**src/rtl/mac_pkg.sv**
```systemverilog
// Shared defaults and state encoding for the MAC accumulator slice.
package mac_pkg;

    localparam int DATA_W  = 4;
    localparam int ACC_W   = 10;
    localparam int VEC_LEN = 4;

    typedef enum logic {
        ACC  = 1'b0,
        HOLD = 1'b1
    } mac_state_t;

endpackage

```
**src/rtl/mul_unsigned.sv**
```systemverilog
// Combinational unsigned shift-and-add multiplier, DATA_W x DATA_W -> 2*DATA_W.
module mul_unsigned #(
    parameter int DATA_W = 4
) (
    input  logic [DATA_W-1:0]   a,
    input  logic [DATA_W-1:0]   b,
    output logic [2*DATA_W-1:0] prod
);

    logic [2*DATA_W-1:0] a_ext;
    logic [2*DATA_W-1:0] acc;

    assign a_ext = {{DATA_W{1'b0}}, a};

    always_comb begin
        acc = '0;
        for (int i = 0; i < DATA_W; i++) begin
            if (b[i]) begin
                acc = acc + (a_ext << i);
            end
        end
    end

    assign prod = acc;

endmodule

```
**src/rtl/mac_accumulator.sv**
```systemverilog
// Sequential multiply-accumulate producing one dot-product term per VEC_LEN beats.
// Build option: MAC_SAT_EN selects saturating accumulation instead of wrapping.
module mac_accumulator #(
    parameter int DATA_W  = mac_pkg::DATA_W,
    parameter int ACC_W   = mac_pkg::ACC_W,
    parameter int VEC_LEN = mac_pkg::VEC_LEN
) (
    input  logic              clk,
    input  logic              rst,
    input  logic              in_valid,
    output logic              in_ready,
    input  logic [DATA_W-1:0] a,
    input  logic [DATA_W-1:0] b,
    output logic              out_valid,
    input  logic              out_ready,
    output logic [ACC_W-1:0]  out_sum,
    output logic              out_ovf
);
    // state | meaning
    // ACC   | accepting a/b pairs into the accumulator
    // HOLD  | presenting out_sum/out_ovf until out_ready

    import mac_pkg::*;

    localparam int CNT_W = (VEC_LEN > 1) ? $clog2(VEC_LEN) : 1;

    mac_state_t state_q, state_d;

    logic [ACC_W-1:0]    acc_q;
    logic [CNT_W-1:0]    cnt_q;
    logic                sticky_q;
    logic [2*DATA_W-1:0] prod;
    logic [ACC_W:0]      prod_ext;
    logic [ACC_W:0]      sum;
    logic                ovf;
    logic [ACC_W-1:0]    acc_next;
    logic                accept;
    logic                last_beat;

    mul_unsigned #(.DATA_W(DATA_W)) u_mul (
        .a    (a),
        .b    (b),
        .prod (prod)
    );

    assign prod_ext  = {{(ACC_W + 1 - 2*DATA_W){1'b0}}, prod};
    assign sum       = {1'b0, acc_q} + prod_ext;
    assign ovf       = sum[ACC_W];
    assign in_ready  = (state_q == ACC);
    assign out_valid = (state_q == HOLD);
    assign accept    = in_valid && in_ready;
    assign last_beat = (cnt_q == CNT_W'(VEC_LEN - 1));

`ifdef MAC_SAT_EN
    // Once clamped, any further nonzero product overflows again, so it stays clamped.
    assign acc_next = ovf ? {ACC_W{1'b1}} : sum[ACC_W-1:0];
`else
    assign acc_next = sum[ACC_W-1:0];
`endif

    always_comb begin
        state_d = state_q;
        case (state_q)
            ACC:     if (accept && last_beat) state_d = HOLD;
            HOLD:    if (out_ready) state_d = ACC;
            default: state_d = ACC;
        endcase
    end

    always_ff @(posedge clk) begin
        if (rst) begin
            state_q <= ACC;
        end else begin
            state_q <= state_d;
        end
    end

    always_ff @(posedge clk) begin
        if (rst) begin
            acc_q    <= '0;
            cnt_q    <= '0;
            sticky_q <= 1'b0;
            out_sum  <= '0;
            out_ovf  <= 1'b0;
        end else if (accept) begin
            if (last_beat) begin
                out_sum  <= acc_next;
                out_ovf  <= sticky_q | ovf;
                acc_q    <= '0;
                cnt_q    <= '0;
                sticky_q <= 1'b0;
            end else begin
                acc_q    <= acc_next;
                cnt_q    <= cnt_q + 1'b1;
                sticky_q <= sticky_q | ovf;
            end
        end
    end

endmodule

```
**config.mk**
```make
export PLATFORM = sky130hd
export DESIGN_NAME = mac_accumulator
export DESIGN_NICKNAME = d
export VERILOG_FILES = /design/src/rtl/mac_pkg.sv /design/src/rtl/mul_unsigned.sv /design/src/rtl/mac_accumulator.sv
export SDC_FILE = /design/constraint.sdc
export NUM_CORES = 1
export LEC_CHECK = 0
export ABC_CLOCK_PERIOD_IN_PS = 9480
export CORE_MARGIN = 2
export CORE_UTILIZATION = 35
export DETAILED_ROUTE_END_ITERATION = 16
export RECOVER_POWER = 25
export SYNTH_ARGS = -nofsm -noshare
export SYNTH_HDL_FRONTEND = slang
export SYNTH_SLANG_ARGS = --single-unit
export TNS_END_PERCENT = 10
```
**constraint.sdc**
```tcl
create_clock -name clk -period 9.48 [get_ports clk]
set_input_delay 1.896 -clock clk [delete_from_list [all_inputs] [get_ports clk]]
set_output_delay 1.896 -clock clk [all_outputs]
set_load 0.01 [all_outputs]
```
Word-level counts from Yosys, hierarchy flattened
Index checks and enable logic that the tools add are counted.
{"block": "classes", "n_reduce_logical": 3, "mux": 10, "n_bitwise": 2, "n_eq_ne": 1, "n_addsub": 5}
{"op": "$mux 8", "count": 3}
{"op": "$add 10x8->11", "count": 1}
{"op": "$mux 10", "count": 1}
{"op": "$add 8x5->8", "count": 1}
{"op": "$add 8x6->8", "count": 1}
{"op": "$add 8x7->8", "count": 1}
{"op": "$mux 4", "count": 1}
{"op": "$mux 1", "count": 3}
{"op": "$add 2x1->2 const B", "count": 1}
{"op": "$eq 2x2->1 const B", "count": 1}
{"op": "$logic_and 1x1->1", "count": 2}
{"op": "$mux 2", "count": 1}
{"op": "$pmux 1 s2", "count": 1}
{"op": "$reduce_and 2->1", "count": 1}
{"op": "$not 1->1", "count": 1}
{"op": "$or 1x1->1", "count": 1}
{"block": "totals", "word_cells": 27, "reg_bits": 25, "output_inout_bits": 13, "in_bits": 12}

Depth between registers and ports, before layout
Gate-level depths: netlist (run 1).
{"block": "depth", "word_depth": 10, "mapped_depth": 26, "ltp_nobuf": 25}

Hierarchy
From an unflattened synthesis (run 1), not the netlist that was laid out.
{"block": "unflattened", "hier_cells": 211, "area_unflattened_um2": 1890.6}
{"mod": "mac_accumulator", "seq_area_each_um2": 500.5, "area_per_inst_um2": 1312.5, "cells_each": 138, "n_inst": 1}
{"mod": "mul_unsigned", "seq_area_each_um2": 0.0, "area_per_inst_um2": 578.1, "cells_each": 73, "n_inst": 1}

Worst setup path before layout (run 1)
No wires, ideal clock.
{"block": "synth_path", "path_kind": "input port to flip-flop", "from": "input b[0]", "to": "register out_sum[7]", "stages": 24, "t_required_ps": 9363, "setup_time_ps": 117, "path_slack_ps": 2943, "arrival_ps": 6419, "path_buffers": 1, "path_cell_list": "buf_6 and2_1 ha_1 inv_1 fa_1 or2b_1 nand3_1 xor2_1 inv_1 fa_1 xnor2_1 nand2_1 xor2_1 inv_1 ha_1 a21o_1 a21oi_1 xor2_1 a21oi_1 o31a_1 ha_1 a21o_1 or3_1 a32o_1"}
{"block": "synth_via", "elab_chain_len": 8}
{"element": "from (decl)", "line": "mac_accumulator.sv:13", "rtl": "input logic [DATA_W-1:0] b,"}
{"element": "$mux 4 *", "line": "mul_unsigned.sv:18", "rtl": "if (b[i]) begin"}
{"element": "$add 8x5->8", "line": "mul_unsigned.sv:19", "rtl": "acc = acc + (a_ext << i);"}
{"element": "$mux 8 *", "line": "mul_unsigned.sv:18"}
{"element": "$add 8x6->8", "line": "mul_unsigned.sv:19"}
{"element": "$mux 8 *", "line": "mul_unsigned.sv:18"}
{"element": "$add 8x7->8", "line": "mul_unsigned.sv:19"}
{"element": "$mux 8 *", "line": "mul_unsigned.sv:18"}
{"element": "$add 10x8->11 *", "line": "mac_accumulator.sv:47", "rtl": "assign sum = {1'b0, acc_q} + prod_ext;"}
{"element": "to (signal assigned)", "line": "mac_accumulator.sv:87", "rtl": "out_sum <= acc_next;"}
{"element": "to (decl)", "line": "mac_accumulator.sv:16", "rtl": "output logic [ACC_W-1:0] out_sum,"}
Mark *: on every way between the ends. The rest lies on a longest branch, timed or not.
A chain may end at the register's enable or synchronous reset.

Worst setup path in the final report (run 1)
Same ends and word-level chain as after synthesis.

==> reports/metrics.json, run 1 <==
{
  "detailroute.via_count": {"value": 1693},
  "grt_first_pass_wirelength": {"value": 7.22, "unit": "mm"},
  "cp_data_arrival_time": {"value": 7.41, "unit": "ns"},
  "p_comb_share": {"value": 41.9, "unit": "%"},
  "timing.clock.skew": {"value": 0.00125, "unit": "ns"},
  "core-area": {"value": 5510, "unit": "um2"},
  "met2_usage": {"value": 22.9, "unit": "%"},
  "min_path_type": {"value": "flop to flop"},
  "clock_sink_count": {"value": 25},
  "period_share": {"value": 76.4, "unit": "%"},
  "regToRegStartpoint": {"value": "out_valid$_SDFF_PP0_"},
  "yosys_most_used_dff": {"value": "sky130_fd_sc_hd__dfxtp_1"},
  "post_cts_resize_count": {"value": 0},
  "worst_r2r_path_depth": {"value": 5},
  "synth_xor_area_share": {"value": 4.82, "unit": "%"},
  "antenna_cells_inserted": {"value": 0},
  "rr_endpoint": {"value": "out_sum[6]$_SDFFE_PP0P_"},
  "synthesis.yosys.warnings": {"value": 0},
  "cp_max_fo": {"value": 10},
  "worstSkewPairLatency": {"value": 0.27, "unit": "ns"},
  "width_of_the_die": {"value": 79.6, "unit": "um"},
  "fillCellCount": {"value": 554},
  "die-area": {"value": 6330, "unit": "um2"},
  "grt_overflow": {"value": 0},
  "ctsRootBufferMaster": {"value": "sky130_fd_sc_hd__clkbuf_8"},
  "htree_levels": {"value": 1},
  "grt_max_degree": {"value": 21},
  "timing_hold_violations_final": {"value": 0},
  "synth_top_family_by_area": {"value": "compound AO/OA/AOI/OAI gates"},
  "wire_per_inst": {"value": 13.7, "unit": "um"},
  "route.final.wire_length": {"value": 4.36, "unit": "mm"},
  "power.leakage": {"value": 0.965, "unit": "nW"},
  "total_chip_power": {"value": 0.314, "unit": "mW"},
  "gr-usage-met1": {"value": 20.1, "unit": "%"},
  "grt_util_met3": {"value": 2.49, "unit": "%"},
  "row_count": {"value": 27},
  "synthesis.nets": {"value": 265},
  "hold-path-cell-count": {"value": 2},
  "place_congestion": {"value": 0.827},
  "post_cts_buffers": {"value": 0},
  "clkPwrFrac": {"value": 20.7, "unit": "%"},
  "cell_internal_pwr": {"value": 0.200, "unit": "mW"},
  "synth_sequential_area_ratio": {"value": 25.0, "unit": "%"},
  "power_switching_share": {"value": 36.2, "unit": "%"},
  "critPathCaptureType": {"value": "flop"},
  "synth_fa_ha_area_share": {"value": 15.3, "unit": "%"},
  "max-cap-violations": {"value": 0},
  "grt_most_used_layer": {"value": "met2"},
  "worst_slew_margin_rel": {"value": 44.2, "unit": "%"},
  "cp-start-kind": {"value": "input pin"},
  "holdCritStartpoint": {"value": "out_sum[8]$_SDFFE_PP0P_"},
  "tns": {"value": 0, "unit": "ns"},
  "share_seq_of_total_power": {"value": 37.4, "unit": "%"},
  "critPathSlowestCell": {"value": "sky130_fd_sc_hd__clkdlybuf4s50_1"},
  "fin_area": {"value": 2310, "unit": "um2"},
  "crit_required": {"value": 9.65, "unit": "ns"},
  "share_of_post_route_cells_with_drive_strength_above_1": {"value": 8.10, "unit": "%"},
  "detail_route.vias_per_cell": {"value": 5.31},
  "gr-usage-all-layers": {"value": 14.3, "unit": "%"},
  "areaGrowthSynthToFinish": {"value": 15.5, "unit": "%"},
  "timing.fmax": {"value": 138, "unit": "MHz"},
  "number_of_standard_cells_in_the_layout_taps_in_and_fillers_out": {"value": 319},
  "dpl.cell_count": {"value": 315},
  "grt_pass1_vias": {"value": 1512},
  "count_of_hold_fix_buffers_inserted_at_cts": {"value": 0},
  "timing.critical_path.cells": {"value": "clkdlybuf4s50_1 -> and2_1 -> ha_1 -> inv_1 -> fa_1 -> or2b_1 -> nand3_1 -> xor2_1 -> inv_1 -> fa_1 -> xnor2_1 -> nand2_1 -> xor2_1 -> inv_1 -> ha_1 -> a21o_1 -> a21oi_1 -> xor2_1 -> a21oi_1 -> o31a_1 -> ha_1 -> a21o_1 -> or3_1 -> a32o_1"},
  "vdd.ir_drop.worst": {"value": 0.0000531, "unit": "V"},
  "drt.antenna.violating_nets": {"value": 0},
  "finalWorstSetupSlack": {"value": 2.24, "unit": "ns"},
  "detailedPlace.worstSlack": {"value": 1.97, "unit": "ns"},
  "transition_time_at_the_pin_with_the_least_slew_margin": {"value": 0.833, "unit": "ns"},
  "cts.clk_slew.worst_paths": {"value": 0.09, "unit": "ns"},
  "post_detailed_placement_cell_area": {"value": 2260, "unit": "um2"},
  "boundaryPins": {"value": 25},
  "status": {"value": "completed"},
  "tritoncts": {"value": "built"},
  "synth.cell_area": {"value": 2000, "unit": "um2"},
  "buffer_levels_on_the_longest_clock_path": {"value": 2},
  "floorplan.initialDensity": {"value": 36.3, "unit": "%"},
  "synth.area.mux_share": {"value": 3.94, "unit": "%"},
  "period_needed": {"value": 7.24, "unit": "ns"},
  "min_delay_worst_endpoint": {"value": "out_sum[8]$_SDFFE_PP0P_"},
  "portBuffers": {"value": 24},
  "r2r_slack": {"value": 7.41, "unit": "ns"},
  "rsz0062_at_grt": {"value": "no"},
  "power.density_cell_area": {"value": 136, "unit": "nW/um2"},
  "number_of_antenna_violations_at_the_first_check_in_global_routing": {"value": 0},
  "net-switching-power": {"value": 0.114, "unit": "mW"},
  "timing.setup.critical_path_class": {"value": "input pin to flop"},
  "post-route-drc-count": {"value": 0},
  "cts_inserted_buffers": {"value": 3},
  "synth.lib_cells_used.distinct": {"value": 55},
  "setup_viol": {"value": 0},
  "net_count_reported_at_finish": {"value": 282},
  "initialDrtViolationCount": {"value": 66},
  "detailed_placer_s_ending_hpwl": {"value": 3.29, "unit": "mm"},
  "drtPass1Iterations": {"value": 4},
  "syn-instance-count": {"value": 231},
  "max_stage_delay": {"value": 0.67, "unit": "ns"},
  "finalMaxSlewViolations": {"value": 0},
  "synth_area_in_simple_gates": {"value": 20.5, "unit": "%"},
  "floorplan.die.height": {"value": 79.6, "unit": "um"},
  "synth_compound_gate_area_share": {"value": 24.6, "unit": "%"},
  "synth-async-reset-ratio": {"value": 0, "unit": "%"},
  "synth-edff-count": {"value": 0},
  "post_synthesis_average_cell_area": {"value": 8.66, "unit": "um2"},
  "synth_seq_cells": {"value": 25}
}
worst max-delay path by stage:
stage                     startpoint                      end  slack, ns  cells past startpoint
after global routing            b[0]    acc_q[8]$_SDFFE_PP0P_       1.84                     26
after floorplan                 b[0]  out_sum[7]$_SDFFE_PP0P_       2.94                     24
final                           b[0]  out_sum[7]$_SDFFE_PP0P_       2.24                     24
after global placement          b[0]    acc_q[8]$_SDFFE_PP0P_       2.11                     26
after CTS                       b[0]    acc_q[8]$_SDFFE_PP0P_       2.24                     26
after detailed placement        b[0]  out_sum[7]$_SDFFE_PP0P_       1.97                     24
worst max-delay path, delay by kind of cell:
family          cells  cell delay, ns
fa+ha+maj           5            1.72
xor+xnor            4            0.87
buf+inv             4            0.92
simple gates        5            0.99
compound gates      6            1.03
stage by stage:
stage / hold slack [ns] / utilization [%]
after floorplan: 0.426 / -
after global placement: 0.439 / 41.1
after detailed placement: 0.447 / 41.1
after CTS: 0.470 / 41.9
after global routing: 0.488 / 41.9
final: 0.462 / 41.9
cells in the final DEF, fill, tap and decap left out, types with 4 or more instances in the layout:
cell	instances
sky130_fd_sc_hd__a21o_1	5
sky130_fd_sc_hd__a21oi_1	14
sky130_fd_sc_hd__a21oi_2	4
sky130_fd_sc_hd__a22o_1	5
sky130_fd_sc_hd__a22oi_1	4
sky130_fd_sc_hd__clkdlybuf4s50_1	15
sky130_fd_sc_hd__dfxtp_1	25
sky130_fd_sc_hd__dlygate4sd3_1	9
sky130_fd_sc_hd__fa_1	4
sky130_fd_sc_hd__ha_1	18
sky130_fd_sc_hd__inv_1	13
sky130_fd_sc_hd__nand2_1	26
sky130_fd_sc_hd__nand2b_1	4
sky130_fd_sc_hd__nand3_1	5
sky130_fd_sc_hd__nand3b_1	4
sky130_fd_sc_hd__nor2_1	9
sky130_fd_sc_hd__nor2b_1	4
sky130_fd_sc_hd__o21a_1	4
sky130_fd_sc_hd__o21ai_0	12
sky130_fd_sc_hd__xnor2_1	4
sky130_fd_sc_hd__xor2_1	7
registers in the layout (all words and copies together) (netlist names):
| signal | cells |
|---|---|
| acc_q | 10 |
| cnt_q | 2 |
| out_ovf | 1 |
| out_sum | 10 |
| out_valid | 1 |
| sticky_q | 1 |
cells by family after synthesis:
family / Yosys count
multiplexers: 7
AND/OR/NAND/NOR: 75
buffers and inverters: 25
AO/OA/AOI/OAI: 66
flip-flops: 25
XOR/XNOR: 11
adder cells (fa/ha/maj): 22
power by group through the flow:
stage	logic, mW	clock network (mW)	registers, mW
after global routing	0.149	0.0716	0.119
after detailed placement	0.131	0	0.120
after floorplan	0.105	0	0.119
after global placement	0.131	0	0.120
after CTS	0.132	0.0685	0.118
final	0.132	0.0649	0.118
Yosys cell counts (4+ instances only):
library cell | count | area, um2
sky130_fd_sc_hd__nand3_1 | 5 | 25.0
sky130_fd_sc_hd__o21ai_0 | 12 | 60.1
sky130_fd_sc_hd__a22oi_1 | 4 | 30.0
sky130_fd_sc_hd__nor2b_1 | 4 | 25.0
sky130_fd_sc_hd__a21oi_1 | 14 | 70.1
sky130_fd_sc_hd__xnor2_1 | 4 | 35.0
sky130_fd_sc_hd__nor2_1 | 9 | 33.8
sky130_fd_sc_hd__inv_1 | 13 | 48.8
sky130_fd_sc_hd__clkbuf_1 | 6 | 22.5
sky130_fd_sc_hd__nand3b_1 | 4 | 30.0
sky130_fd_sc_hd__xor2_1 | 7 | 61.3
sky130_fd_sc_hd__fa_1 | 4 | 80.1
sky130_fd_sc_hd__o21a_1 | 4 | 30.0
sky130_fd_sc_hd__ha_1 | 18 | 225
sky130_fd_sc_hd__dfxtp_1 | 25 | 500
sky130_fd_sc_hd__a21oi_2 | 4 | 35.0
sky130_fd_sc_hd__nand2_1 | 26 | 97.6
sky130_fd_sc_hd__a21o_1 | 5 | 37.5
sky130_fd_sc_hd__a22o_1 | 5 | 43.8
sky130_fd_sc_hd__nand2b_1 | 4 | 25.0
layer usage:
| layer | up-vias | wire length (um) |
|---|---|---|
| met5 | - | 0 |
| met4 | 0 | 14 |
| li1 | 876 | - |
| met1 | 796 | 2140 |
| met3 | 2 | 108 |
| met2 | 19 | 2090 |
layout make-up:
type	count	area (um2)	area share, %
Timing Repair Buffer	24	240	10.4
Clock buffer	3	41.3	1.79
Multi-Input combinational cell	181	1380	59.9
Sequential cell	25	500	21.7
Inverter	13	48.8	2.11
Clock inverter	1	5.00	0.217
Tap cell	72	90.1	3.90
No activity file was read; power rests on OpenSTA's default activity.
==> inputs of run 2 (changes only) <==
Settings changed: ABC_CLOCK_PERIOD_IN_PS 9480 to 6700.
Clock period 9.48 ns to 6.7 ns, I/O delays scaled along.
==> run 2 against run 1 <==
  * Global-route usage rose by 0.19 points
  * Non-clock buffer count rose by 6
  * Worst setup slack got worse by 1.8 ns
  * Critical path depth rose by 1
  * Wire length fell by 0.46%
  * Cell count rose by 1.9%
  * First-iteration DRC count fell by 1.5%
  * Clock skew rose by 0.0019 ns
  * Utilization rose by 0.82 points
  * Sequential share of layout area fell by 0.41 points
  * Clock power rose by 43%
  * Largest power group unchanged
==> reports/metrics.json, run 2 (synthesized netlist as in run 1, its figures left out) <==
{
  "status": {"value": "completed"},
  "detailroute.via_count": {"value": 1734},
  "share_seq_of_total_power": {"value": 37.1, "unit": "%"},
  "clock_sink_count": {"value": 25},
  "timing.clock.skew": {"value": 0.00314, "unit": "ns"},
  "ctsRootBufferMaster": {"value": "sky130_fd_sc_hd__clkbuf_8"},
  "period_needed": {"value": 6.27, "unit": "ns"},
  "max-cap-violations": {"value": 0},
  "die-area": {"value": 6330, "unit": "um2"},
  "post-route-drc-count": {"value": 0},
  "net-switching-power": {"value": 0.162, "unit": "mW"},
  "worst_slew_margin_rel": {"value": 43.2, "unit": "%"},
  "place_congestion": {"value": 0.819},
  "count_of_hold_fix_buffers_inserted_at_cts": {"value": 0},
  "worstSkewPairLatency": {"value": 0.28, "unit": "ns"},
  "floorplan.die.height": {"value": 79.6, "unit": "um"},
  "setup_viol": {"value": 0},
  "tns": {"value": 0, "unit": "ns"},
  "tritoncts": {"value": "built"},
  "drtPass1Iterations": {"value": 4},
  "post_cts_buffers": {"value": 0},
  "floorplan.initialDensity": {"value": 36.3, "unit": "%"},
  "areaGrowthSynthToFinish": {"value": 17.7, "unit": "%"},
  "period_share": {"value": 93.6, "unit": "%"},
  "cell_internal_pwr": {"value": 0.287, "unit": "mW"},
  "dr_wl_met2": {"value": 1.97, "unit": "mm"},
  "portBuffers": {"value": 24},
  "min_path_type": {"value": "flop to flop"},
  "vdd.ir_drop.worst": {"value": 0.0000856, "unit": "V"},
  "total_chip_power": {"value": 0.449, "unit": "mW"},
  "wl_met3": {"value": 168, "unit": "um"},
  "grt_pass1_vias": {"value": 1537},
  "detailed_placer_s_ending_hpwl": {"value": 3.35, "unit": "mm"},
  "top_flop_regs": {"value": "acc_q x10, out_sum x10, cnt_q x2"},
  "htree_levels": {"value": 1},
  "cts_inserted_buffers": {"value": 3},
  "cts.clk_slew.worst_paths": {"value": 0.09, "unit": "ns"},
  "drt.antenna.violating_nets": {"value": 0},
  "timing.fmax": {"value": 159, "unit": "MHz"},
  "boundaryPins": {"value": 25},
  "initialDrtViolationCount": {"value": 65},
  "width_of_the_die": {"value": 79.6, "unit": "um"},
  "detail_route.vias_per_cell": {"value": 5.34},
  "power.leakage": {"value": 0.990, "unit": "nW"},
  "route.final.wire_length": {"value": 4.34, "unit": "mm"},
  "critPathCaptureType": {"value": "flop"},
  "net_count_reported_at_finish": {"value": 288},
  "transition_time_at_the_pin_with_the_least_slew_margin": {"value": 0.849, "unit": "ns"},
  "share_of_post_route_cells_with_drive_strength_above_1": {"value": 10.3, "unit": "%"},
  "clkPwrFrac": {"value": 20.7, "unit": "%"},
  "dr.max_layer_used": {"value": "met4"},
  "number_of_standard_cells_in_the_layout_taps_in_and_fillers_out": {"value": 325},
  "buffer_levels_on_the_longest_clock_path": {"value": 2},
  "routedLengthMet1": {"value": 2.19, "unit": "mm"},
  "layout.cells.most_common_list": {"value": "sky130_fd_sc_hd__nand2_1, sky130_fd_sc_hd__dfxtp_1, sky130_fd_sc_hd__ha_1"},
  "cp-start-kind": {"value": "input pin"},
  "power.density_cell_area": {"value": 191, "unit": "nW/um2"},
  "dpl.cell_count": {"value": 321},
  "number_of_antenna_violations_at_the_first_check_in_global_routing": {"value": 0},
  "grt_overflow": {"value": 0},
  "timing.setup.critical_path_class": {"value": "input pin to flop"},
  "power_switching_share": {"value": 36.2, "unit": "%"},
  "antenna_cells_inserted": {"value": 0},
  "cp_data_arrival_time": {"value": 6.50, "unit": "ns"},
  "finalMaxSlewViolations": {"value": 0},
  "layout_commonest_cell": {"value": "sky130_fd_sc_hd__nand2_1"},
  "cp_max_fo": {"value": 7},
  "grt_first_pass_wirelength": {"value": 7.45, "unit": "mm"},
  "core-area": {"value": 5510, "unit": "um2"},
  "grt_max_degree": {"value": 21},
  "rsz0062_at_grt": {"value": "no"},
  "row_count": {"value": 27},
  "timing_hold_violations_final": {"value": 0},
  "gr-usage-all-layers": {"value": 14.5, "unit": "%"},
  "wire_per_inst": {"value": 13.3, "unit": "um"},
  "post_cts_resize_count": {"value": 0},
  "p_comb_share": {"value": 42.2, "unit": "%"},
  "crit_required": {"value": 6.93, "unit": "ns"}
}
## run 2: cell count changes in the layout (fill, tap and decap cells not counted)
cell                              delta
sky130_fd_sc_hd__buf_4               +6
sky130_fd_sc_hd__clkdlybuf4s50_1     +1
sky130_fd_sc_hd__dlygate4sd3_1       -1
## run 2: area by class of cell
cell class,instances,area (um2)
fillers,551,3150
multi-input cells,181,1380
flip-flops and latches,25,500
repair buffers,30,285
well taps,72,90.1
inverters,13,48.8
clock buffers,3,41.3
clock inverters,1,5.00
## run 2: final timing paths
path / depth (start not counted) / to / slack [ns] / startpoint
min: 2 / acc_q[0]$_SDFFE_PP0P_ / 0.46 / acc_q[0]$_SDFFE_PP0P_
min reg2reg: 2 / acc_q[0]$_SDFFE_PP0P_ / 0.46 / acc_q[0]$_SDFFE_PP0P_
max: 25 / acc_q[8]$_SDFFE_PP0P_ / 0.43 / b[0]
max reg2reg: 5 / out_ovf$_SDFFE_PP0P_ / 4.65 / out_valid$_SDFF_PP0_
## run 2: power groups by stage
stage / Clock [mW] / Combinational (mW) / Sequential [mW]
6_report: 0.0931 / 0.190 / 0.167
3_3_place_gp: 0 / 0.189 / 0.170
5_1_grt: 0.105 / 0.215 / 0.168
3_5_place_dp: 0 / 0.190 / 0.170
4_1_cts: 0.0950 / 0.191 / 0.167
2_1_floorplan: 0 / 0.149 / 0.168
## run 2: stage by stage
step                hold WS (ns)  cell area [um2]  setup WS [ns]  util (%)
floorplan                  0.426             2000          0.719         -
global placement           0.439             2310          0.214      41.9
detailed placement         0.448             2310          0.146      41.9
CTS                        0.466             2350          0.428      42.7
global route               0.489             2350         0.0643      42.7
finish                     0.463             2350          0.427      42.7
## run 2: per-layer routing
metal,vias to the layer above,GRT usage (%)
li1,888,-
met1,813,21.3
met2,30,22.3
met3,3,2.71
met4,0,2.07
met5,-,0
## run 2: critical path, stage by stage
cell                              delay [ns]
sky130_fd_sc_hd__clkdlybuf4s50_1        0.49
sky130_fd_sc_hd__and2_1                 0.15
sky130_fd_sc_hd__ha_1                   0.22
sky130_fd_sc_hd__inv_1                  0.07
sky130_fd_sc_hd__fa_1                   0.38
sky130_fd_sc_hd__or2b_1                 0.25
sky130_fd_sc_hd__nand3_1                0.10
sky130_fd_sc_hd__xor2_1                 0.23
sky130_fd_sc_hd__ha_1                   0.27
sky130_fd_sc_hd__a21oi_1                0.21
sky130_fd_sc_hd__a211oi_2               0.06
sky130_fd_sc_hd__a311oi_2               0.27
sky130_fd_sc_hd__mux2_4                 0.35
sky130_fd_sc_hd__nand2_1                0.07
sky130_fd_sc_hd__ha_1                   0.25
sky130_fd_sc_hd__a21oi_1                0.18
sky130_fd_sc_hd__xor2_1                 0.16
sky130_fd_sc_hd__a21oi_1                0.08
sky130_fd_sc_hd__o31a_1                 0.11
sky130_fd_sc_hd__ha_1                   0.36
sky130_fd_sc_hd__o21a_1                 0.13
sky130_fd_sc_hd__o21a_1                 0.16
sky130_fd_sc_hd__o22a_2                 0.26
sky130_fd_sc_hd__nor4b_2                0.22
sky130_fd_sc_hd__a211o_1                0.13
==> inputs of run 3 (changes only) <==
Settings changed: CORE_UTILIZATION 35 to 32.
==> run 3 against run 2 <==
  * Sequential share of layout area down 0.056 points
  * Power down 0.23%
  * Maximum frequency down 0.96%
  * Non-clock buffer count decreased by 1
  * Hold slack lost 0.0083 ns
==> reports/metrics.json, run 3 (synthesized netlist as in run 1, its figures left out) <==
{
  "layout_commonest_cell": {"value": "sky130_fd_sc_hd__nand2_1"},
  "core-area": {"value": 5990, "unit": "um2"},
  "finalMaxSlewViolations": {"value": 0},
  "p_comb_share": {"value": 42.3, "unit": "%"},
  "count_of_hold_fix_buffers_inserted_at_cts": {"value": 0},
  "status": {"value": "completed"},
  "finalWorstSetupSlack": {"value": 0.366, "unit": "ns"},
  "worstSkewPairLatency": {"value": 0.27, "unit": "ns"},
  "cts.clk_slew.worst_paths": {"value": 0.09, "unit": "ns"},
  "min_delay_worst_endpoint": {"value": "out_sum[6]$_SDFFE_PP0P_"},
  "vdd.ir_drop.worst": {"value": 0.0000923, "unit": "V"},
  "drtPass1Iterations": {"value": 4},
  "transition_time_at_the_pin_with_the_least_slew_margin": {"value": 0.847, "unit": "ns"},
  "grt_first_pass_wirelength": {"value": 7.31, "unit": "mm"},
  "detailedPlace.worstSlack": {"value": 0.0181, "unit": "ns"},
  "power.density_cell_area": {"value": 190, "unit": "nW/um2"},
  "initialDrtViolationCount": {"value": 67},
  "r2r_slack": {"value": 4.62, "unit": "ns"},
  "ctsRootBufferMaster": {"value": "sky130_fd_sc_hd__clkbuf_8"},
  "grt_overflow": {"value": 0},
  "boundaryPins": {"value": 25},
  "crit_required": {"value": 6.87, "unit": "ns"},
  "route.final.wire_length": {"value": 4.34, "unit": "mm"},
  "hold-path-cell-count": {"value": 2},
  "timing.critical_path.cells": {"value": "clkdlybuf4s50_1 -> and2_1 -> ha_1 -> inv_1 -> fa_1 -> or2b_1 -> nand3_1 -> xor2_2 -> inv_1 -> fa_1 -> xnor2_1 -> nand2_1 -> xor2_1 -> inv_1 -> ha_1 -> a21o_1 -> a21oi_1 -> xor2_1 -> a21oi_1 -> o31a_1 -> ha_1 -> a21o_1 -> or3_1 -> a32o_1"},
  "regToRegStartpoint": {"value": "out_valid$_SDFF_PP0_"},
  "grt_max_degree": {"value": 21},
  "width_of_the_die": {"value": 83.0, "unit": "um"},
  "areaGrowthSynthToFinish": {"value": 18.0, "unit": "%"},
  "share_of_post_route_cells_with_drive_strength_above_1": {"value": 10.3, "unit": "%"},
  "worst_r2r_path_depth": {"value": 5},
  "cp_max_fo": {"value": 7},
  "net-switching-power": {"value": 0.162, "unit": "mW"},
  "power_switching_share": {"value": 36.0, "unit": "%"},
  "crit_buf_inv": {"value": 4},
  "power.leakage": {"value": 0.987, "unit": "nW"},
  "top_flop_regs": {"value": "acc_q x10, out_sum x10, cnt_q x2"},
  "timing.clock.skew": {"value": 0.00224, "unit": "ns"},
  "fillCellCount": {"value": 594},
  "htree_levels": {"value": 1},
  "postLayoutCoreUtil": {"value": 39.4, "unit": "%"},
  "timing.fmax": {"value": 158, "unit": "MHz"},
  "tritoncts": {"value": "built"},
  "cp_data_arrival_time": {"value": 6.51, "unit": "ns"},
  "die-area": {"value": 6900, "unit": "um2"},
  "drt.antenna.violating_nets": {"value": 0},
  "number_of_antenna_violations_at_the_first_check_in_global_routing": {"value": 0},
  "critPathCaptureType": {"value": "flop"},
  "portBuffers": {"value": 24},
  "clock_sink_count": {"value": 25},
  "period_needed": {"value": 6.33, "unit": "ns"},
  "floorplan.initialDensity": {"value": 33.4, "unit": "%"},
  "max-cap-violations": {"value": 0},
  "detailed_placer_s_ending_hpwl": {"value": 3.35, "unit": "mm"},
  "net_count_reported_at_finish": {"value": 287},
  "antenna_cells_inserted": {"value": 0},
  "worst_slew_margin_rel": {"value": 43.3, "unit": "%"},
  "critPathSlowestCell": {"value": "sky130_fd_sc_hd__clkdlybuf4s50_1"},
  "share_seq_of_total_power": {"value": 37.2, "unit": "%"},
  "min_path_type": {"value": "flop to flop"},
  "detail_route.vias_per_cell": {"value": 5.20},
  "gr-usage-all-layers": {"value": 12.4, "unit": "%"},
  "timing_hold_violations_final": {"value": 0},
  "grt_pass1_vias": {"value": 1552},
  "clkPwrFrac": {"value": 20.5, "unit": "%"},
  "layout.cells.most_common_list": {"value": "sky130_fd_sc_hd__nand2_1, sky130_fd_sc_hd__dfxtp_1, sky130_fd_sc_hd__ha_1"},
  "cp-start-kind": {"value": "input pin"},
  "tns": {"value": 0, "unit": "ns"},
  "period_share": {"value": 94.5, "unit": "%"},
  "wire_per_inst": {"value": 13.3, "unit": "um"},
  "detailroute.via_count": {"value": 1702},
  "cell_internal_pwr": {"value": 0.287, "unit": "mW"},
  "rr_endpoint": {"value": "out_ovf$_SDFFE_PP0P_"},
  "setup_viol": {"value": 0},
  "buffer_levels_on_the_longest_clock_path": {"value": 2},
  "floorplan.die.height": {"value": 83.0, "unit": "um"},
  "cp_top_family": {"value": "adder cells"},
  "max_stage_delay": {"value": 0.58, "unit": "ns"},
  "place_congestion": {"value": 0.823},
  "row_count": {"value": 28},
  "holdCritStartpoint": {"value": "out_sum[6]$_SDFFE_PP0P_"},
  "cts_inserted_buffers": {"value": 3},
  "post-route-drc-count": {"value": 0},
  "timing.setup.critical_path_class": {"value": "input pin to flop"}
}
[run 3: changes by cell type in the layout (fill, tap and decap cells not counted)]
cell	delta
sky130_fd_sc_hd__clkinv_2	-1
sky130_fd_sc_hd__clkinvlp_4	+1
sky130_fd_sc_hd__xor2_2	+1
sky130_fd_sc_hd__buf_4	-1
sky130_fd_sc_hd__clkdlybuf4s50_1	-1
sky130_fd_sc_hd__xor2_1	-1
sky130_fd_sc_hd__dlygate4sd3_1	+1
[run 3: worst min-delay path, stage by stage (launching register included)]
cell	delay (ns)
sky130_fd_sc_hd__dfxtp_1	0.33
sky130_fd_sc_hd__nand2_1	0.04
sky130_fd_sc_hd__o21ai_0	0.05
[run 3: how the worst max path moves through the flow]
stage / startpoint / to / cells past startpoint
2_1_floorplan: b[0] / out_sum[7]$_SDFFE_PP0P_ / 24
3_3_place_gp: a[1] / out_sum[7]$_SDFFE_PP0P_ / 23
3_5_place_dp: a[1] / out_sum[7]$_SDFFE_PP0P_ / 23
4_1_cts: a[1] / out_sum[7]$_SDFFE_PP0P_ / 24
5_1_grt: a[1] / acc_q[8]$_SDFFE_PP0P_ / 26
6_report: a[1] / out_sum[7]$_SDFFE_PP0P_ / 24
[run 3: per-stage QoR]
step / area, um2 / total power [mW] / hold WS, ns / instances
floorplan: 2000 / 0.317 / 0.426 / 231
global placement: 2300 / 0.357 / 0.437 / 323
detailed placement: 2300 / 0.360 / 0.445 / 323
CTS: 2350 / 0.454 / 0.467 / 327
global route: 2360 / 0.485 / 0.493 / 327
finish: 2360 / 0.448 / 0.455 / 327
[run 3: power groups by stage]
stage / clock network (mW) / logic (mW) / registers, mW
6_report: 0.0920 / 0.190 / 0.167
5_1_grt: 0.101 / 0.216 / 0.168
3_3_place_gp: 0 / 0.187 / 0.170
4_1_cts: 0.0966 / 0.191 / 0.167
3_5_place_dp: 0 / 0.190 / 0.170
2_1_floorplan: 0 / 0.149 / 0.168
[run 3: timing repair]
| action | 4_1_cts | 5_1_grt |
|---|---|---|
| setup buffers | 0 | 0 |
| setup endpoints to repair | 0 | 5 |
| gates resized for setup | 0 | 1 |
[run 3: cell type report]
| cell class | count | area, um2 | area share [%] |
|---|---|---|---|
| clock buffers | 3 | 41.3 | 1.75 |
| clock inverters | 1 | 7.51 | 0.318 |
| multi-input cells | 181 | 1390 | 58.9 |
| well taps | 75 | 93.8 | 3.98 |
| flip-flops and latches | 25 | 500 | 21.2 |
| repair buffers | 29 | 278 | 11.8 |
| inverters | 13 | 48.8 | 2.07 |
[run 3: layer usage]
metal | wire, um | share of wire [%] | track usage, % | vias up
li1 | - | - | - | 882
met1 | 2220 | 51 | 17.8 | 793
met2 | 1960 | 45 | 19.6 | 25
met3 | 140 | 3.2 | 2.39 | 2
met4 | 19 | 0.44 | 1.79 | 0
met5 | 0 | 0 | 0 | -
